<file path="src/rtl/writeback_queue.sv">
// Writeback queue: buffers up to two results per cycle and retires up to two per cycle to the register file.
// Optional macro WRITEBACK_QUEUE_BYPASS_EN enables queued-data forwarding on queryValue1..4.
module writeback_queue #(
    parameter int DEPTH = 8
) (
    input  logic                     clock,
    input  logic                     reset,
    input  logic                     enqValid1,
    input  logic                     enqValid2,
    input  logic [4:0]               enqAddr1,
    input  logic [4:0]               enqAddr2,
    input  logic [31:0]              enqData1,
    input  logic [31:0]              enqData2,
    output logic                     enqReady,
    input  logic                     drainStall,
    output logic                     writeEnable1,
    output logic                     writeEnable2,
    output logic [4:0]               addressForWriting1,
    output logic [4:0]               addressForWriting2,
    output logic [31:0]              valueForWriting1,
    output logic [31:0]              valueForWriting2,
    input  logic [4:0]               queryAddr1,
    input  logic [4:0]               queryAddr2,
    input  logic [4:0]               queryAddr3,
    input  logic [4:0]               queryAddr4,
    output logic                     queryPending1,
    output logic                     queryPending2,
    output logic                     queryPending3,
    output logic                     queryPending4,
    output logic [31:0]              queryValue1,
    output logic [31:0]              queryValue2,
    output logic [31:0]              queryValue3,
    output logic [31:0]              queryValue4,
    output logic [$clog2(DEPTH):0]   count,
    output logic                     empty
);
    localparam int AW = $clog2(DEPTH);
    localparam int CW = AW + 1;

    logic [4:0]    r_addr [DEPTH];
    logic [31:0]   r_data [DEPTH];
    logic [AW-1:0] r_head;
    logic [AW-1:0] r_tail;
    logic [CW-1:0] r_count;

    logic          w_acc1;
    logic          w_acc2;
    logic [1:0]    w_nenq;
    logic [1:0]    w_ndrain;
    logic [AW-1:0] w_head1;
    logic [AW-1:0] w_tail2;
    logic          w_has1;
    logic          w_has2;
    logic          w_same;
    logic [4:0]    w_qaddr [4];
    logic [3:0]    w_qpend;
    logic [31:0]   w_qval  [4];

    // Credit comes from registered occupancy only, so a same-cycle drain never frees space early.
    assign enqReady = (CW'(DEPTH) - r_count) >= CW'(2);
    assign w_acc1   = enqReady && enqValid1 && (enqAddr1 != 5'd0);
    assign w_acc2   = enqReady && enqValid2 && (enqAddr2 != 5'd0);
    assign w_nenq   = {1'b0, w_acc1} + {1'b0, w_acc2};
    assign w_tail2  = r_tail + AW'(w_acc1);

    assign w_head1  = r_head + AW'(1);
    assign w_has1   = (r_count != '0);
    assign w_has2   = (r_count >= CW'(2));
    // The older of two same-address writes is dead; retire it silently.
    assign w_same   = w_has2 && (r_addr[r_head] == r_addr[w_head1]);
    assign w_ndrain = drainStall ? 2'd0 : (w_has2 ? 2'd2 : (w_has1 ? 2'd1 : 2'd0));

    assign writeEnable1       = w_has1 && !drainStall && !w_same;
    assign writeEnable2       = w_has2 && !drainStall;
    assign addressForWriting1 = writeEnable1 ? r_addr[r_head]  : 5'd0;
    assign valueForWriting1   = writeEnable1 ? r_data[r_head]  : 32'd0;
    assign addressForWriting2 = writeEnable2 ? r_addr[w_head1] : 5'd0;
    assign valueForWriting2   = writeEnable2 ? r_data[w_head1] : 32'd0;

    assign count = r_count;
    assign empty = (r_count == '0);

    always_ff @(posedge clock) begin
        if (w_acc1) begin
            r_addr[r_tail] <= enqAddr1;
            r_data[r_tail] <= enqData1;
        end
        if (w_acc2) begin
            r_addr[w_tail2] <= enqAddr2;
            r_data[w_tail2] <= enqData2;
        end
    end

    always_ff @(posedge clock or posedge reset) begin
        if (reset) begin
            r_head  <= '0;
            r_tail  <= '0;
            r_count <= '0;
        end else begin
            r_head  <= r_head + AW'(w_ndrain);
            r_tail  <= r_tail + AW'(w_nenq);
            r_count <= r_count + CW'(w_nenq) - CW'(w_ndrain);
        end
    end

    assign w_qaddr[0] = queryAddr1;
    assign w_qaddr[1] = queryAddr2;
    assign w_qaddr[2] = queryAddr3;
    assign w_qaddr[3] = queryAddr4;

    // Scan oldest to youngest so the last match seen is the youngest.
    always_comb begin
        logic [AW-1:0] v_idx;
        v_idx = '0;
        for (int q = 0; q < 4; q++) begin
            w_qpend[q] = 1'b0;
            w_qval[q]  = 32'd0;
            for (int k = 0; k < DEPTH; k++) begin
                v_idx = r_head + AW'(k);
                if ((CW'(k) < r_count) && (w_qaddr[q] != 5'd0) && (r_addr[v_idx] == w_qaddr[q])) begin
                    w_qpend[q] = 1'b1;
`ifdef WRITEBACK_QUEUE_BYPASS_EN
                    w_qval[q]  = r_data[v_idx];
`else
                    w_qval[q]  = 32'd0;
`endif
                end
            end
        end
    end

    assign queryPending1 = w_qpend[0];
    assign queryPending2 = w_qpend[1];
    assign queryPending3 = w_qpend[2];
    assign queryPending4 = w_qpend[3];
    assign queryValue1   = w_qval[0];
    assign queryValue2   = w_qval[1];
    assign queryValue3   = w_qval[2];
    assign queryValue4   = w_qval[3];

endmodule

</file>
<file path="config.mk">
export PLATFORM = sky130hd
export DESIGN_NAME = writeback_queue
export DESIGN_NICKNAME = d
export VERILOG_FILES = /design/src/rtl/writeback_queue.sv
export SDC_FILE = /design/constraint.sdc
export NUM_CORES = 1
export LEC_CHECK = 0
export ABC_AREA = 1
export BUFFER_PORTS_ARGS = -buffer_cell sky130_fd_sc_hd__buf_4
export CAP_MARGIN = 40
export CORE_AREA = 2 2 236 238
export CTS_CLUSTER_DIAMETER = 100
export DETAILED_ROUTE_END_ITERATION = 8
export DIE_AREA = 0 0 238 240
export HOLD_SLACK_MARGIN = 0.08
export PLACE_DENSITY = 0.64
export SLEW_MARGIN = 5
export SYNTH_ARGS = -nofsm -noshare
export SYNTH_HDL_FRONTEND = slang
export SYNTH_SLANG_ARGS = --single-unit
</file>
<file path="constraint.sdc">
create_clock -name clock -period 14.4 [get_ports clock]
set_input_delay 1.44 -clock clock [delete_from_list [all_inputs] [get_ports clock]]
set_output_delay 1.44 -clock clock [all_outputs]
set_load 0.05 [all_outputs]
</file>
Yosys cells after proc, flatten, opt, wreduce, memory -nomap -nowiden:

Memories as Yosys holds them, arrays and structs flattened.
Cells that the tools add are included.

* flip-flop bits (word level): 10
* memory bits (writable): 296
* input bits: 99
* output and inout bits: 214
* memories: 2

Memories
* r_data: depth 8, width 32, rd ports 2, clocked after memory_dff 0, wr ports 2, line 41 `logic [31:0] r_data [DEPTH];`
* r_addr: depth 8, width 5, rd ports 8, clocked after memory_dff 0, wr ports 2, line 40 `logic [4:0] r_addr [DEPTH];`

* add/subtract/negate cells: 14
* magnitude comparators: 10
* equality and inequality tests: 33
* mux-type cells: 43
* reductions and logical operators: 82

Operators with widths (count)
* equality test 5 bit: 33
* logical AND 1 bit: 72
* 2-to-1 mux 32 bit: 2
* 2-to-1 mux 1 bit: 37
* nonzero test 5 bit: 6
* < comparator 3 x 4 -> 1 bit, first input constant: 4
* adder 3 bit, second input constant: 4
* 2-to-1 mux 5 bit: 2
* greater-or-equal comparator 4 x 2 -> 1 bit, second input constant: 2
* < comparator 1 x 4 -> 1 bit, first input constant: 2
* < comparator 2 x 4 -> 1 bit, first input constant: 2
* adder 3 x 2 -> 3 bit: 2
* adder 3 x 2 -> 3 bit, second input constant: 2
* adder 4 x 2 -> 4 bit: 1
* logical NOT 4 bit: 1
* 2-to-1 mux 2 bit: 2
* nonzero test 4 bit: 1
* subtractor 4 x 2 -> 4 bit: 1
* subtractor 4 bit, first input constant: 1
* adder 3 x 1 -> 3 bit: 1
* adder 3 x 1 -> 3 bit, second input constant: 1
* adder 1 x 1 -> 2 bit: 1
* logical NOT 1 bit: 2

Depth between registers and ports, before layout:

Gate-level depths: netlist of the first run.

* depth in word-level cells: 11
* mapped depth: 19
* depth with buffers taken out: 14

Least setup slack after synthesis of the first run:

No wires, ideal clock.

* path type: input to register
* start: input port enqAddr1[1]
* end: memory r_addr[5][0] (enable)
* arrival: 4775 ps
* setup slack: 8906 ps
* cell stages on the path: 12
* path buffers: 3
* cells stage by stage: clkbuf_1 or2_2 o41ai_1 nor2_1 ha_1 ha_1 xnor2_1 inv_1 nand4_1 buf_2 clkbuf_1 o21ai_0

RTL lines
* start, declared: line 10 `input logic [4:0] enqAddr1,`
* end, declared: line 40

Worst setup path after layout of the first run:

* start: register r_head[0]
* end: output port valueForWriting1[9]

* longest elaborated chain between the ends: 7
* elaborated cells between the ends (all ways): 8

RTL lines
* start, declared: line 42 `logic [AW-1:0] r_head;`
* start signal, assigned: line 100 `r_head <= r_head + AW'(w_ndrain);`
* adder 3 x 1 -> 3 bit: line 66 `assign w_head1 = r_head + AW'(1);`
* memory read (8 x 5 bit)
* equality test 5 bit: line 70 `assign w_same = w_has2 && (r_addr[r_head] == r_addr[w_head1]);`
* logical AND 1 bit: line 70
* logical NOT 1 bit: line 73 `assign writeEnable1 = w_has1 && !drainStall && !w_same;`
* logical AND 1 bit: line 73
* 2-to-1 mux 32 bit *: line 76 `assign valueForWriting1 = writeEnable1 ? r_data[r_head] : 32'd0;`
* end, declared: line 20 `output logic [31:0] valueForWriting1,`

Every way passes the cells marked *; elsewhere a longest branch is shown, timed or not.

==> qor.yml, run 1 <==
clock_tree:
  cts.repair.resized: 0
  cts_root_buf: "clkbuf_16"
  clock_sinks: 306
  cts_tree: "done"
  hold_buffers: 0
  h-tree-depth: 2
  clockBufferDepth: 3
  cts_inserted_buffers: 37
  clk_latency_ps: 550
  cts_setup_buffers: 0
  clkSlewWorstSetupHoldPaths_ps: 60
die:
  ios: 313
  die_w_um: 238
  initial_core_util_pct: 42.6
  rows: 86
  core_mm2: 0.0547
  die_y_um: 240
  die_area_mm2: 0.0571
grt:
  grt_pass1_wl_mm: 125
  grt_pass1_vias: 20008
  grt_usage_pct: 29.2
  grt-ovfl-total: 0
  grt_max_degree: 319
  antenna_found_initial: 2
setup_path:
  criticalPathCategory: "reg2out"
  cp.required_ps: 12960
  crit_fanout: 120
  cp-startpoint: "r_head[0]"
  cp-end-kind: "primary output"
  arrival_ps: 6080
  r2r-start: "count[1]"
  startpoint_type: "flip-flop"
sta:
  skew_ps: 17.8
  tightest_slew_ps: 1160
  setup-tns-final_ps: 0
  post-route-period-util_pct: 52.2
  setup_viol: 0
  slew_headroom_pct: 22.5
  fmax_mhz: 133
  hold_viol_final: 0
  rsz0062_at_grt: "false"
  drv_slew: 0
  period_needed_ps: 7520
drt:
  firstDrtPassIters: 6
  via_per_inst: 5.59
  wirelength_mm: 85.9
  drc_errors: 0
  drtAntennaViolNets: 0
  wl_per_cell_um: 21.1
  drt_iter0_drc: 2856
  route.vias.total: 22790
place:
  portBuffers: 184
  dp_hpwl_mm: 54.7
  gp_congestion: 1.03
yosys:
  synth-edff-count: 296
  syn_area_mm2: 0.0233
  avgSynthCellArea_um2: 6.97
  async_flop_share_pct: 3.27
  dominantRegCellSynth: "edfxtp_1"
  syn_inst: 3338
  synth_warnings: 0
  ys_types: 35
  yosysSeqAreaShare_pct: 39.3
  ys_ff_latch: 306
final_layout:
  final_cell_mix: "nand2_1 (993), o21ai_0 (460), nand3_1 (411)"
  fill_cells: 5534
  syn2layout_area_growth_pct: 10.1
  multi_input_area_mm2: 0.0119
  seq_area_mm2: 0.00914
  nNetsFinal: 3467
  layout_commonest_cell: "nand2_1"
  layout-drive-gt1-share_pct: 10.3
outcome:
  status: "finished, final reports clean"
hold_path:
  min_from: "r_tail[2]"
  hp-class: "reg2reg"
job:
  maxCapViolations: 0
[worst paths after layout]
kind	end	slack [ps]	cells past startpoint
min reg2reg	r_tail[2]	570	1
min	r_tail[2]	570	1
min in group asynchronous	r_tail[2]	920	2
max reg2reg	r_data[7][25]	10070	14
max	valueForWriting1[9]	6880	15
max in group asynchronous	r_head[0]	13110	2
[Yosys cell counts, drive strengths merged, types with 4 or more instances]
cell type  instances  area (um2)
a211oi            10        75.1
a21oi             98         490
buf              243        1570
clkbuf           127         477
clkinv             4        15.0
dfrtp             10         250
edfxtp           296        8890
fa                 4        80.1
ha                17         213
inv              194         733
nand2           1000        3770
nand3            421        2160
nand4             28         175
nor2             304        1190
nor3              42         210
o2111ai           14         123
o211ai            22         165
o21ai            469        2350
o221a             21         236
xnor2              4        35.0
[critical path, cell delays in order (launching register included)]
cell	delay (ps)
dfrtp_4	760
inv_6	760
ha_4	370
inv_2	550
buf_4	630
nand3_1	180
nand3_1	230
nand2_1	190
nand2_1	130
o21ai_1	90
nor2_1	130
nand3_1	170
nand2_2	370
buf_4	540
nor2_1	90
buf_4	210
[registers in the layout, summed over array words and instances (netlist names)]
signal,flops
r_tail,3
r_addr,40
count,4
r_head,3
r_data,256
[area by class of cell]
type	instances	area share [%]
Tap cell	704	3.44
Sequential cell	306	35.7
Antenna cell	1	0.00977
Clock buffer	46	3.83
Multi-Input combinational cell	2591	46.5
Timing Repair Buffer	213	6.54
Clock inverter	19	1.04
Inverter	198	2.94
[stage by stage]
stage	util [%]	hold WS (ps)	area (um2)	instances	worst slack, ps
6_report	46.9	574	25600	4078	6880
4_1_cts	46.9	574	25600	4077	7020
3_3_place_gp	44.4	555	24300	4008	7690
2_1_floorplan	-	519	23700	3465	8910
5_1_grt	46.9	596	25600	4078	6530
3_5_place_dp	44.6	565	24400	4012	7590
[cell families (layout without fill, tap and decap cells)]
family                   count (synthesis)  count (layout)  share of synthesized area (%)
AND/OR/NAND/NOR                       1798            1798                           32.3
AO/OA/AOI/OAI                          637             637                           14.9
buffers and inverters                  568             476                           12.0
flip-flops                             306             306                           39.3
adder cells (fa/ha/maj)                 21              21                           1.26
XOR/XNOR                                 7               7                          0.263
other                                    1             129                         0.0161
[layer usage]
layer  share of wire [%]  track usage, %  vias up
li1                    -               -    10977
met1                  41            39.8    10447
met2                  46            47.2     1197
met3                 9.8            4.47      167
met4                 3.4            10.4        2
met5               0.014               0        -
Power of run 1 is left out: the tool's default activity adds up to more than one toggle a clock period on the data nets, which glitch-free logic cannot reach.
==> run 2, diff against run 1 <==
--- a/config.mk
+++ b/config.mk
@@ -13,7 +13,7 @@
 export DETAILED_ROUTE_END_ITERATION = 8
 export DIE_AREA = 0 0 238 240
 export HOLD_SLACK_MARGIN = 0.08
-export PLACE_DENSITY = 0.64
+export PLACE_DENSITY = 0.66
 export SLEW_MARGIN = 5
 export SYNTH_ARGS = -nofsm -noshare
 export SYNTH_HDL_FRONTEND = slang
==> constraint.sdc (replaced) <==
create_clock -name clock -period 6.6 [get_ports clock]
set_input_delay 0.66 -clock clock [delete_from_list [all_inputs] [get_ports clock]]
set_output_delay 0.66 -clock clock [all_outputs]
set_load 0.05 [all_outputs]
==> qor.yml, run 2 (synthesis gave the netlist of run 1 again) <==
final_layout:
  top_register: "r_data"
  syn2layout_area_growth_pct: 9.40
  final_cell_mix: "nand2_1 (993), o21ai_0 (460), nand3_1 (411)"
  layout_commonest_cell: "nand2_1"
  nNetsFinal: 3465  # -0.058%
  largest_reg_flops: 256  # unchanged
  instances_no_fill: 4072  # -0.15%
  layout-drive-gt1-share_pct: 10.2  # -0.10 points
  antenna_cells: 0  # -1
sta:
  post-route-period-util_pct: 84.8
  drv_slew: 0  # unchanged
  hold_viol_final: 0  # unchanged
  skew_ps: 20.5  # +2.66 ps
  period_needed_ps: 5600
  tightest_slew_ps: 1080  # -87.7 ps
  setup_viol: 0  # unchanged
  setup-tns-final_ps: 0  # unchanged
  hold_slack_ps: 111  # -462 ps
  layout_setup_ws_ps: 1000  # -5880 ps
  rsz0062_at_grt: "false"
  slew_headroom_pct: 28.3  # +5.8 points
  fmax_mhz: 179
setup_path:
  crit_fanout: 62  # -48%
  criticalPathCategory: "reg2out"
  arrival_ps: 4940  # -1140 ps
  startpoint_type: "flip-flop"
  cp-end-kind: "primary output"
  cp.required_ps: 5940  # -7020 ps
grt:
  grt_pass1_wl_mm: 126  # +0.90%
  grt_pass1_vias: 20250  # +1.2%
  grt-ovfl-total: 0  # unchanged
  antenna_found_initial: 3  # +1
  grt_usage_pct: 29.3  # +0.045 points
  grt_max_degree: 250  # -22%
job:
  maxCapViolations: 0  # unchanged
drt:
  firstDrtPassIters: 6  # unchanged
  wirelength_mm: 85.6  # -0.28%
  drt_iter0_drc: 2847  # -0.32%
  drc_errors: 0  # unchanged
  wl_per_cell_um: 21.0  # -0.13%
  via_per_inst: 5.62  # +0.53%
  drtAntennaViolNets: 0  # unchanged
  route.vias.total: 22877  # +0.38%
clock_tree:
  clock_sinks: 306  # unchanged
  cts_setup_buffers: 0  # unchanged
  cts_inserted_buffers: 34  # -8.1%
  h-tree-depth: 2  # unchanged
  clk_latency_ps: 540  # about the same
  cts.repair.resized: 0  # unchanged
  clkSlewWorstSetupHoldPaths_ps: 60  # about the same
  cts_root_buf: "clkbuf_16"
  cts_tree: "done"
  clockBufferDepth: 3  # unchanged
  hold_buffers: 0  # unchanged
die:
  ios: 313  # unchanged
  die_area_mm2: 0.0571  # unchanged
  core_mm2: 0.0547  # unchanged
  die_w_um: 238  # unchanged
  die_y_um: 240  # unchanged
  initial_core_util_pct: 42.6  # unchanged
  rows: 86  # unchanged
place:
  portBuffers: 184  # unchanged
  place_ws_ps: 1680  # -5910 ps
  placedCellCount: 4013  # +0.025%
  dp_hpwl_mm: 55.9  # +2.2%
  gp_congestion: 1.05  # +1.7%
hold_path:
  hp-class: "in2async"
outcome:
  status: "finished, final reports clean"
[run 2: worst max-delay path, cell delays in order, from the launching register on]
cell and delay (ps):
dfrtp_1 930, inv_2 450, ha_4 490, inv_2 430, buf_4 680, o21ai_0 190
o221a_2 300, nor3_1 530, buf_4 320
[run 2: per-layer routing]
metal | GRT usage [%] | up-vias | routed length, um
met5 | 0 | - | 23
met4 | 9.85 | 4 | 2860
met3 | 5.24 | 176 | 8830
met2 | 46.9 | 1205 | 38900
met1 | 39.9 | 10514 | 35000
li1 | - | 10978 | -
[run 2: final cells by class]
class | count | area [um2]
Inverter | 198 | 753
Sequential cell | 306 | 9140
Clock buffer | 49 | 970
Multi-Input combinational cell | 2591 | 11900
Timing Repair Buffer | 214 | 1660
Clock inverter | 10 | 123
Tap cell | 704 | 881
Fill cell | 5589 | 29200
[run 2: path summary, 6_finish.rpt]
check / from / endpoint / slack [ps] / cells after the start
max: r_head[1] / valueForWriting2[31] / 1000 / 8
min reg2reg: r_tail[2] / r_tail[2] / 600 / 1
max reg2reg: count[1] / r_data[4][3] / 2420 / 13
max in group asynchronous: reset / r_head[0] / 6150 / 2
min in group clock: enqData1[28] / r_data[6][28] / 460 / 3
min: reset / count[2] / 110 / 2
[run 2: stage by stage]
| stage | instance area [um2] | util [%] |
|---|---|---|
| 6_report | 25500 | 46.6 |
| 4_1_cts | 25500 | 46.6 |
| 3_5_place_dp | 24400 | 44.6 |
| 3_3_place_gp | 24300 | 44.5 |
| 2_1_floorplan | 23700 | - |
| 5_1_grt | 25500 | 46.6 |
Power of run 2 is left out for the same reason.
